File: config.mk
export PLATFORM = sky130hd
export DESIGN_NAME = mem_port_arbiter
export DESIGN_NICKNAME = d
export VERILOG_FILES = /design/src/rtl/rv32i_mem_pkg.sv /design/src/rtl/bus_watchdog.sv /design/src/rtl/mem_port_arbiter.sv
export SDC_FILE = /design/constraint.sdc
export NUM_CORES = 1
export LEC_CHECK = 0
export ABC_AREA = 1
export BUFFER_PORTS_ARGS = -buffer_cell sky130_fd_sc_hd__buf_2
export CAP_MARGIN = 20
export CELL_PAD_IN_SITES_DETAIL_PLACEMENT = 0
export CELL_PAD_IN_SITES_GLOBAL_PLACEMENT = 2
export CORE_ASPECT_RATIO = 0.7
export CORE_MARGIN = 2
export CORE_UTILIZATION = 26
export CTS_CLUSTER_SIZE = 40
export DETAILED_ROUTE_END_ITERATION = 8
export PLACE_DENSITY = 0.86
export SLEW_MARGIN = 15
export SYNTH_ARGS = -nofsm -noshare
export SYNTH_HDL_FRONTEND = slang
export SYNTH_SLANG_ARGS = --single-unit
File: constraint.sdc
create_clock -name clk -period 5.8 [get_ports clk]
set_input_delay 0.29 -clock clk [delete_from_list [all_inputs] [get_ports clk]]
set_output_delay 0.29 -clock clk [all_outputs]
set_load 0.005 [all_outputs]
File: src/rtl/rv32i_mem_pkg.sv
// Shared types for the unified memory-port arbiter: FSM states, requester IDs, width defaults.
package rv32i_mem_pkg;

   localparam int DEF_ADDR_W = 32;
   localparam int DEF_DATA_W = 32;

   typedef enum logic [2:0] {
      IDLE   = 3'd0,
      D_ADDR = 3'd1,
      D_DATA = 3'd2,
      F_ADDR = 3'd3,
      F_DATA = 3'd4
   } arb_state_t;

   typedef enum logic {
      REQ_IF  = 1'b0,
      REQ_MEM = 1'b1
   } req_id_t;

   function automatic req_id_t owner_of(arb_state_t s);
      return (s == D_ADDR || s == D_DATA) ? REQ_MEM : REQ_IF;
   endfunction

endpackage

File: src/rtl/bus_watchdog.sv
// Response watchdog: counts data-phase cycles and saturates at TIMEOUT.
module bus_watchdog #(
   parameter int TIMEOUT = 15
) (
   input  logic clk,
   input  logic rst,
   input  logic clear,
   input  logic enable,
   output logic expired
);

   localparam int CNT_W = $clog2(TIMEOUT + 1);
   localparam logic [CNT_W-1:0] LIMIT = CNT_W'(TIMEOUT);

   logic [CNT_W-1:0] cnt_q, cnt_d;

   always_comb begin
      cnt_d = cnt_q;
      if (clear) begin
         cnt_d = '0;
      end else if (enable && cnt_q != LIMIT) begin
         cnt_d = cnt_q + CNT_W'(1);
      end
   end

   always_ff @(posedge clk or posedge rst) begin
      if (rst) begin
         cnt_q <= '0;
      end else begin
         cnt_q <= cnt_d;
      end
   end

   assign expired = (cnt_q == LIMIT);

endmodule

File: src/rtl/mem_port_arbiter.sv
// Shares one memory bus between instruction fetch and load/store; one transaction in flight.
// IDLE | pick a requester (data first) | *_ADDR | bus_req held until gnt | *_DATA | wait rvalid or watchdog
module mem_port_arbiter
   import rv32i_mem_pkg::*;
#(
   parameter int ADDR_W  = DEF_ADDR_W,
   parameter int DATA_W  = DEF_DATA_W,
   parameter int TIMEOUT = 15
) (
   input  logic                clk,
   input  logic                rst,
   input  logic                if_req,
   input  logic [ADDR_W-1:0]   if_addr,
   output logic [DATA_W-1:0]   if_rdata,
   output logic                if_valid,
   input  logic                mem_req,
   input  logic                mem_we,
   input  logic [ADDR_W-1:0]   mem_addr,
   input  logic [DATA_W-1:0]   mem_wdata,
   input  logic [DATA_W/8-1:0] mem_wstrb,
   output logic [DATA_W-1:0]   mem_rdata,
   output logic                mem_valid,
   input  logic                flush,
   output logic                bus_req,
   output logic                bus_we,
   output logic [ADDR_W-1:0]   bus_addr,
   output logic [DATA_W-1:0]   bus_wdata,
   output logic [DATA_W/8-1:0] bus_wstrb,
   input  logic                bus_gnt,
   input  logic                bus_rvalid,
   input  logic [DATA_W-1:0]   bus_rdata,
   output logic                stall_if,
   output logic                stall_mem,
   output logic                bus_timeout
);

   localparam int STRB_W = DATA_W / 8;

   arb_state_t        state_q, state_d;
   logic              drop_q, drop_d;
   logic              we_q, we_d;
   logic [ADDR_W-1:0] addr_q, addr_d;
   logic [DATA_W-1:0] wdata_q, wdata_d;
   logic [STRB_W-1:0] wstrb_q, wstrb_d;
   logic [DATA_W-1:0] if_rdata_q, if_rdata_d;
   logic [DATA_W-1:0] mem_rdata_q, mem_rdata_d;
   logic              if_valid_q, if_valid_d;
   logic              mem_valid_q, mem_valid_d;
   logic              timeout_q, timeout_d;
   logic              wd_clear, wd_enable, wd_expired;
   logic              drop_now;
   req_id_t           owner;

   bus_watchdog #(.TIMEOUT(TIMEOUT)) u_watchdog (
      .clk     (clk),
      .rst     (rst),
      .clear   (wd_clear),
      .enable  (wd_enable),
      .expired (wd_expired)
   );

   always_comb begin
      state_d     = state_q;
      drop_d      = drop_q;
      we_d        = we_q;
      addr_d      = addr_q;
      wdata_d     = wdata_q;
      wstrb_d     = wstrb_q;
      if_rdata_d  = if_rdata_q;
      mem_rdata_d = mem_rdata_q;
      if_valid_d  = 1'b0;
      mem_valid_d = 1'b0;
      timeout_d   = timeout_q;
      wd_clear    = 1'b0;
      wd_enable   = 1'b0;
      owner       = owner_of(state_q);
      drop_now    = drop_q | flush;

      case (state_q)
         IDLE: begin
            drop_d = 1'b0;
            // A requester whose valid is high this cycle advances on this edge; don't re-issue it.
            if (mem_req && !mem_valid_q) begin
               we_d    = mem_we;
               addr_d  = mem_addr;
               wdata_d = mem_wdata;
               wstrb_d = mem_wstrb;
               state_d = D_ADDR;
            end else if (if_req && !if_valid_q) begin
               we_d    = 1'b0;
               addr_d  = if_addr;
               wdata_d = '0;
               wstrb_d = '0;
               state_d = F_ADDR;
            end
         end
         D_ADDR, F_ADDR: begin
            if (state_q == F_ADDR && flush) drop_d = 1'b1;
            if (bus_gnt) begin
               wd_clear = 1'b1;
               state_d  = (state_q == D_ADDR) ? D_DATA : F_DATA;
            end
         end
         D_DATA, F_DATA: begin
            wd_enable = 1'b1;
            if (state_q == F_DATA && flush) drop_d = 1'b1;
            if (bus_rvalid || wd_expired) begin
               state_d = IDLE;
               drop_d  = 1'b0;
               if (!bus_rvalid) timeout_d = 1'b1;
               if (owner == REQ_MEM) begin
                  mem_rdata_d = bus_rvalid ? bus_rdata : '0;
                  mem_valid_d = 1'b1;
               end else if (!drop_now) begin
                  if_rdata_d = bus_rvalid ? bus_rdata : '0;
                  if_valid_d = 1'b1;
               end
            end
         end
         default: state_d = IDLE;
      endcase
   end

   always_ff @(posedge clk or posedge rst) begin
      if (rst) begin
         state_q     <= IDLE;
         drop_q      <= 1'b0;
         we_q        <= 1'b0;
         addr_q      <= '0;
         wdata_q     <= '0;
         wstrb_q     <= '0;
         if_rdata_q  <= '0;
         mem_rdata_q <= '0;
         if_valid_q  <= 1'b0;
         mem_valid_q <= 1'b0;
         timeout_q   <= 1'b0;
      end else begin
         state_q     <= state_d;
         drop_q      <= drop_d;
         we_q        <= we_d;
         addr_q      <= addr_d;
         wdata_q     <= wdata_d;
         wstrb_q     <= wstrb_d;
         if_rdata_q  <= if_rdata_d;
         mem_rdata_q <= mem_rdata_d;
         if_valid_q  <= if_valid_d;
         mem_valid_q <= mem_valid_d;
         timeout_q   <= timeout_d;
      end
   end

   assign bus_req     = (state_q == D_ADDR) || (state_q == F_ADDR);
   assign bus_we      = we_q;
   assign bus_addr    = addr_q;
   assign bus_wdata   = wdata_q;
   assign bus_wstrb   = wstrb_q;
   assign if_rdata    = if_rdata_q;
   assign if_valid    = if_valid_q;
   assign mem_rdata   = mem_rdata_q;
   assign mem_valid   = mem_valid_q;
   assign bus_timeout = timeout_q;
   assign stall_mem   = mem_req & ~mem_valid_q;
   assign stall_if    = stall_mem | (if_req & ~if_valid_q);

endmodule

# [Yosys cells after proc, flatten, opt, wreduce, memory -nomap -nowiden]
# Index checks and enable logic that the tools add are counted.
# Widths: inputs -> output; s select.
[classes] bitwise_logic=9 mux=32 n_eq_ne=11 add_sub_neg=1 reduce_logical=22
[op_table] operator="$mux 32" count=5
[op_table] operator="$mux 1" count=16
[op_table] operator="$mux 4" count=4
[op_table] operator="$mux 3" count=5
[op_table] operator="$reduce_and 3->1" count=4
[op_table] operator="$pmux 3 s3" count=1
[op_table] operator="$eq 3x2->1 const B" count=2
[op_table] operator="$ne 2x2->1 const B" count=3
[op_table] operator="$ne 3x3->1 const B" count=2
[op_table] operator="$logic_and 1x1->1" count=5
[op_table] operator="$not 1->1" count=5
[op_table] operator="$add 4x1->4 const B" count=1
[op_table] operator="$eq 4x4->1 const B" count=1
[op_table] operator="$ne 4x4->1 const B" count=1
[op_table] operator="$reduce_and 4->1" count=1
[op_table] operator="$reduce_bool 2->1" count=2
[op_table] operator="$reduce_or 2->1" count=2
[op_table] operator="$eq 3x1->1 const B" count=1
[op_table] operator="$eq 3x3->1 const B" count=1
[op_table] operator="$logic_not 3->1" count=1
[op_table] operator="$logic_or 1x1->1" count=3
[op_table] operator="$pmux 1 s3" count=1
[op_table] operator="$reduce_bool 3->1" count=1
[op_table] operator="$and 1x1->1" count=2
[op_table] operator="3 further kinds" count=5
[totals] word_cells=87 regBits=144 input_bits=140

# [Logic depth before layout (Yosys ltp)]
[logic_depth] word_depth=6 mapped_depth=8 depth_no_buf=8

# [By module]
# From an unflattened synthesis, not the netlist that was laid out.
[hier_totals] cells_unflattened=676 hier_area_um2=6208.5
[modules_own_cells] module="mem_port_arbiter" n_inst=1 cells_each=646 area_each_um2=5979.5
[modules_own_cells] module="bus_watchdog" n_inst=1 cells_each=30 area_each_um2=229.0

# [Worst setup path before layout]
# OpenSTA, ideal clock, no wires.
[synth_path] kind="reg-to-reg" start="register u_watchdog.cnt_q[0]" end="register mem_rdata_q[7], in the netlist mem_rdata[7]" path_stages_with_launch=9 synth_period_minus_slack_ps=1456 required_time_ps=5670 arrival_ps=1326 path_slack_ps=4344 path_buffers=2 cell_sequence="dfrtp_1 -> ha_1 -> nand3_2 -> nand2_4 -> nand4_1 -> buf_2 -> buf_2 -> nand2_1 -> o21ai_0"
[synth_between] elab_chain_len=3
[synth_lines] element="from (decl)" line="bus_watchdog.sv:15" source="logic [CNT_W-1:0] cnt_q, cnt_d;"
[synth_lines] element="from (signal assigned)" line="bus_watchdog.sv:30" source="cnt_q <= cnt_d;"
[synth_lines] element="$eq 4x4->1" line="bus_watchdog.sv:34" source="assign expired = (cnt_q == LIMIT);"
[synth_lines] element="$logic_or 1x1->1" line="mem_port_arbiter.sv:107" source="if (bus_rvalid || wd_expired) begin"
[synth_lines] element="$reduce_and 3->1 (no source line)"
[synth_lines] element="to (signal assigned)" line="mem_port_arbiter.sv:145" source="mem_rdata_q <= mem_rdata_d;"
[synth_lines] element="to (decl)" line="mem_port_arbiter.sv:46" source="logic [DATA_W-1:0] mem_rdata_q, mem_rdata_d;"
# Every way passes these cells.
# A chain may end at the register's enable or synchronous reset.

# [Worst setup path after layout]
[layout_path] start="register mem_valid_q, in the netlist mem_valid" end="output stall_mem"
[layout_between] elab_chain_len=2
[layout_lines] element="from (decl)" line="mem_port_arbiter.sv:48" source="logic mem_valid_q, mem_valid_d;"
[layout_lines] element="from (signal assigned)" line="mem_port_arbiter.sv:147" source="mem_valid_q <= mem_valid_d;"
[layout_lines] element="$not 1->1" line="mem_port_arbiter.sv:162" source="assign stall_mem = mem_req & ~mem_valid_q;"
[layout_lines] element="$and 1x1->1" line="mem_port_arbiter.sv:162"
[layout_lines] element="to (decl)" line="mem_port_arbiter.sv:33" source="output logic stall_mem,"
# Every way passes these cells.

==> run_results.csv <==
group,metric,value,unit
timing,finalSetupViolations,0,
timing,achievable-frequency,423,MHz
global_route,antenna_violations_before_repair,3,
placement,gp_routability_congestion,0.760,
synth,synth_xor_area_frac,0,
final_layout,mostFrequentLayoutCells,"nand2_1, buf_2, dfrtp_1",
placement,port_buffers,278,
clock_tree,post_cts_resize_count,0,
setup_path,cp_max_fo,70,
timing,final_min_period_over_clock_period,0.407,
global_route,track_usage,0.161,
power,comb_power_share,0.340,
setup_path,crit_arrival,2.07,ns
global_route,grt_first_pass_wirelength,31700,um
power,p_sw,1.56,mW
detailed_routing,wl_per_cell,15.2,um
setup_path,reg2reg_to,"if_rdata[17]$_DFFE_PP0P_",
die,die_x,188,um
flow_run,drv.max_cap_violation_count,0,
timing,final_worst_path_period_need,2.36,ns
clock_tree,clock-sinks,144,
die,initial_utilization,0.263,
power,power_leakage,4.74,nW
detailed_routing,drcViolationCount,0,
detailed_routing,route.vias.total,5614,
clock_tree,cts_tree,"built",
synth,syn-mean-instance-area,8.91,um2
synth,postSynthRegisterBits,144,
final_layout,drive_above_1_share,0.368,
synth,synth.cell_area,6190,um2
timing,timing.setup.tns,0,ns
setup_path,cp-end-kind,"output pin",
synth,yosys-mux-area-fraction,0,
power,p_per_area,508,nW/um2
synth,syn-num-nets,836,
clock_tree,h_tree_depth,4,
final_layout,area.growth.synth_to_final,37.2,%
timing,hold_violations,0,
power,power.share.clock,0.264,
synth,synth_compound_area_frac,0.0735,
setup_path,r2r-start,"u_watchdog.cnt_q[0]$_DFFE_PP0P_",
final_layout,multi_input_area,2330,um2
timing,rsz0062_at_grt,"no",
final_layout,nets,1097,
synth,yosys.area_share.simple,0.301,
clock_tree,cts-hold-fix-buffers,0,
die,core-area,23500,um2
power,seqPwrFrac,0.396,
clock_tree,cts.clk_slew.worst_paths,0.06,ns
clock_tree,post_cts.repair.setup_buffers,0,
timing,worst_clock_skew,0.00840,ns
die,ios,279,
power,total_power,4.32,mW
die,die_area,25100,um2
synth,synth.lib_cells_used.distinct,23,
detailed_routing,drtIter0Drc,292,
synth,synthesis.instances,695,
power,internal_power_contribution,2.76,mW
die,core.rowCount,47,
final_layout,sequential_cell_area,3600,um2
clock_tree,clk-insertion-delay-late,0.42,ns
setup_path,reg2reg_slack,3.65,ns
final_layout,fillerInstances,2460,
setup_path,cp_data_required_time,5.51,ns
status,run_status,"completed",
setup_path,timing_endpoint_of_the_critical_path,"stall_mem",
timing,report.final.slew_viol_count,0,
placement,detailed_place_hpwl,13300,um
clock_tree,clockBufferDepth,2,
detailed_routing,vias_per_cell,4.36,
setup_path,crit_path_start_kind,"flip-flop",
clock_tree,clock_buffers_created_by_tritoncts,17,
clock_tree,cts_root_buf,"clkbuf_16",
timing,slew_headroom,0.389,
synth,yosys.area_share.adder,0.00202,
setup_path,r2r.worst_path.cells,7,
synth,seq_area_frac_synth,0.582,
synth,synth.yosys.warnings,0,
global_route,globalRouteOverflowTotal,0,
min_path,worstHoldPathType,"primary input to asynchronous set/reset pin",
setup_path,startpoint,"mem_valid$_DFF_PP0_",
timing,finalHoldWorstSlack,0.0119,ns
power,power.share.switching,0.360,
power,vdd_ir_drop_max,0.228,mV
global_route,first_global_vias,5671,
setup_path,setup.worst_path.class,"flip-flop to output pin",
detailed_routing,drt_wl_total,19600,um
final_layout,leading_cell_type_in_the_layout_fill_and_taps_excluded,"nand2_1",
synth,synth_top_family_by_area,"simple AND/OR/NAND/NOR gates",
global_route,maximum_number_of_pins_on_one_net_before_global_route_repair,94,
detailed_routing,drt_first_pass_iters,4,
die,die_h,133,um
timing,worst_slew_pin_slew,0.917,ns
detailed_routing,antenna_violating_nets_left,0,
==> cell families after synthesis <==
family                   count (synthesis)
AND/OR/NAND/NOR                        418
flip-flops                             144
adder cells (fa/ha/maj)                  1
AO/OA/AOI/OAI                           72
buffers and inverters                   60
==> power groups by stage <==
stage / clock network (mW) / logic, mW / registers (mW)
2_1_floorplan: 0 / 0.736 / 1.74
3_3_place_gp: 0 / 1.48 / 1.71
3_5_place_dp: 0 / 1.50 / 1.72
4_1_cts: 1.18 / 1.50 / 1.71
5_1_grt: 1.22 / 1.69 / 1.77
6_report: 1.14 / 1.47 / 1.71
==> worst max-delay path: stages (launching register included) <==
cell	delay, ns
dfrtp_1	0.37
inv_1	0.05
nand2_1	0.21
inv_2	0.12
buf_4	0.59
buf_2	0.24
==> registers in the layout, indices dropped and copies added (netlist names) <==
| register | cells |
|---|---|
| bus_wdata | 32 |
| mem_valid | 1 |
| mem_rdata | 32 |
| bus_we | 1 |
| u_watchdog.cnt_q | 4 |
| if_valid | 1 |
| bus_timeout | 1 |
| bus_wstrb | 4 |
| if_rdata | 32 |
| bus_addr | 32 |
| state_q | 3 |
| drop_q | 1 |
==> layout make-up <==
type                            instances  share of cell area
Inverter                               16             0.00766
Multi-Input combinational cell        491               0.274
Clock inverter                         13              0.0190
Antenna cell                            1            0.000295
Sequential cell                       144               0.424
Tap cell                              318              0.0468
Clock buffer                           19              0.0521
Timing Repair Buffer                  286               0.176
==> through the flow <==
| stage | instance area, um2 | std cells | utilization | worst slack (ns) |
|---|---|---|---|---|
| 3_5_place_dp | 7860 | 1254 | 0.334 | 3.35 |
| 2_1_floorplan | 6190 | 695 | - | 1.64 |
| 4_1_cts | 8470 | 1286 | 0.360 | 2.92 |
| 5_1_grt | 8490 | 1287 | 0.361 | 3.26 |
| 3_3_place_gp | 7840 | 1253 | 0.333 | 3.14 |
| 6_report | 8500 | 1288 | 0.361 | 3.44 |
==> Yosys cell counts (all sizes together) <==
cell | instances | share of area
o21ai | 36 | 0.029
nor3 | 1 | 0.0026
inv | 16 | 0.0097
ha | 1 | 0.0020
nand3 | 46 | 0.038
o211ai | 32 | 0.039
dfrtp | 144 | 0.58
nand3b | 34 | 0.041
or2 | 32 | 0.032
a31o | 1 | 0.0014
nor2 | 11 | 0.0067
clkbuf | 22 | 0.014
a21oi | 3 | 0.0042
nand4 | 2 | 0.0020
nand2 | 292 | 0.18
buf | 22 | 0.019
==> worst min-delay path by stage <==
| stage | to | cells past startpoint | slack, ns | from |
|---|---|---|---|---|
| 6_report | mem_rdata[23]$_DFFE_PP0P_ | 2 | 0.01 | rst |
| 5_1_grt | bus_wdata[9]$_DFFE_PP0P_ | 3 | 0.08 | mem_wdata[9] |
| 4_1_cts | bus_wstrb[0]$_DFFE_PP0P_ | 3 | 0.06 | mem_wstrb[0] |
| 3_5_place_dp | if_rdata[6]$_DFFE_PP0P_ | 2 | 0.46 | if_rdata[6]$_DFFE_PP0P_ |
| 3_3_place_gp | if_rdata[9]$_DFFE_PP0P_ | 2 | 0.45 | if_rdata[9]$_DFFE_PP0P_ |
| 2_1_floorplan | state_q[0]$_DFFE_PP0P_ | 1 | 0.40 | bus_gnt |
==> routing by layer <==
| layer | up-vias | global-route usage | part of all wire |
|---|---|---|---|
| met2 | 204 | 0.230 | 0.42 |
| met4 | 4 | 0.0395 | 0.0077 |
| met5 | - | 0 | 0.0014 |
| li1 | 2776 | - | - |
| met3 | 15 | 0.0659 | 0.095 |
| met1 | 2615 | 0.225 | 0.48 |
Power figures use the tool's default switching activity.
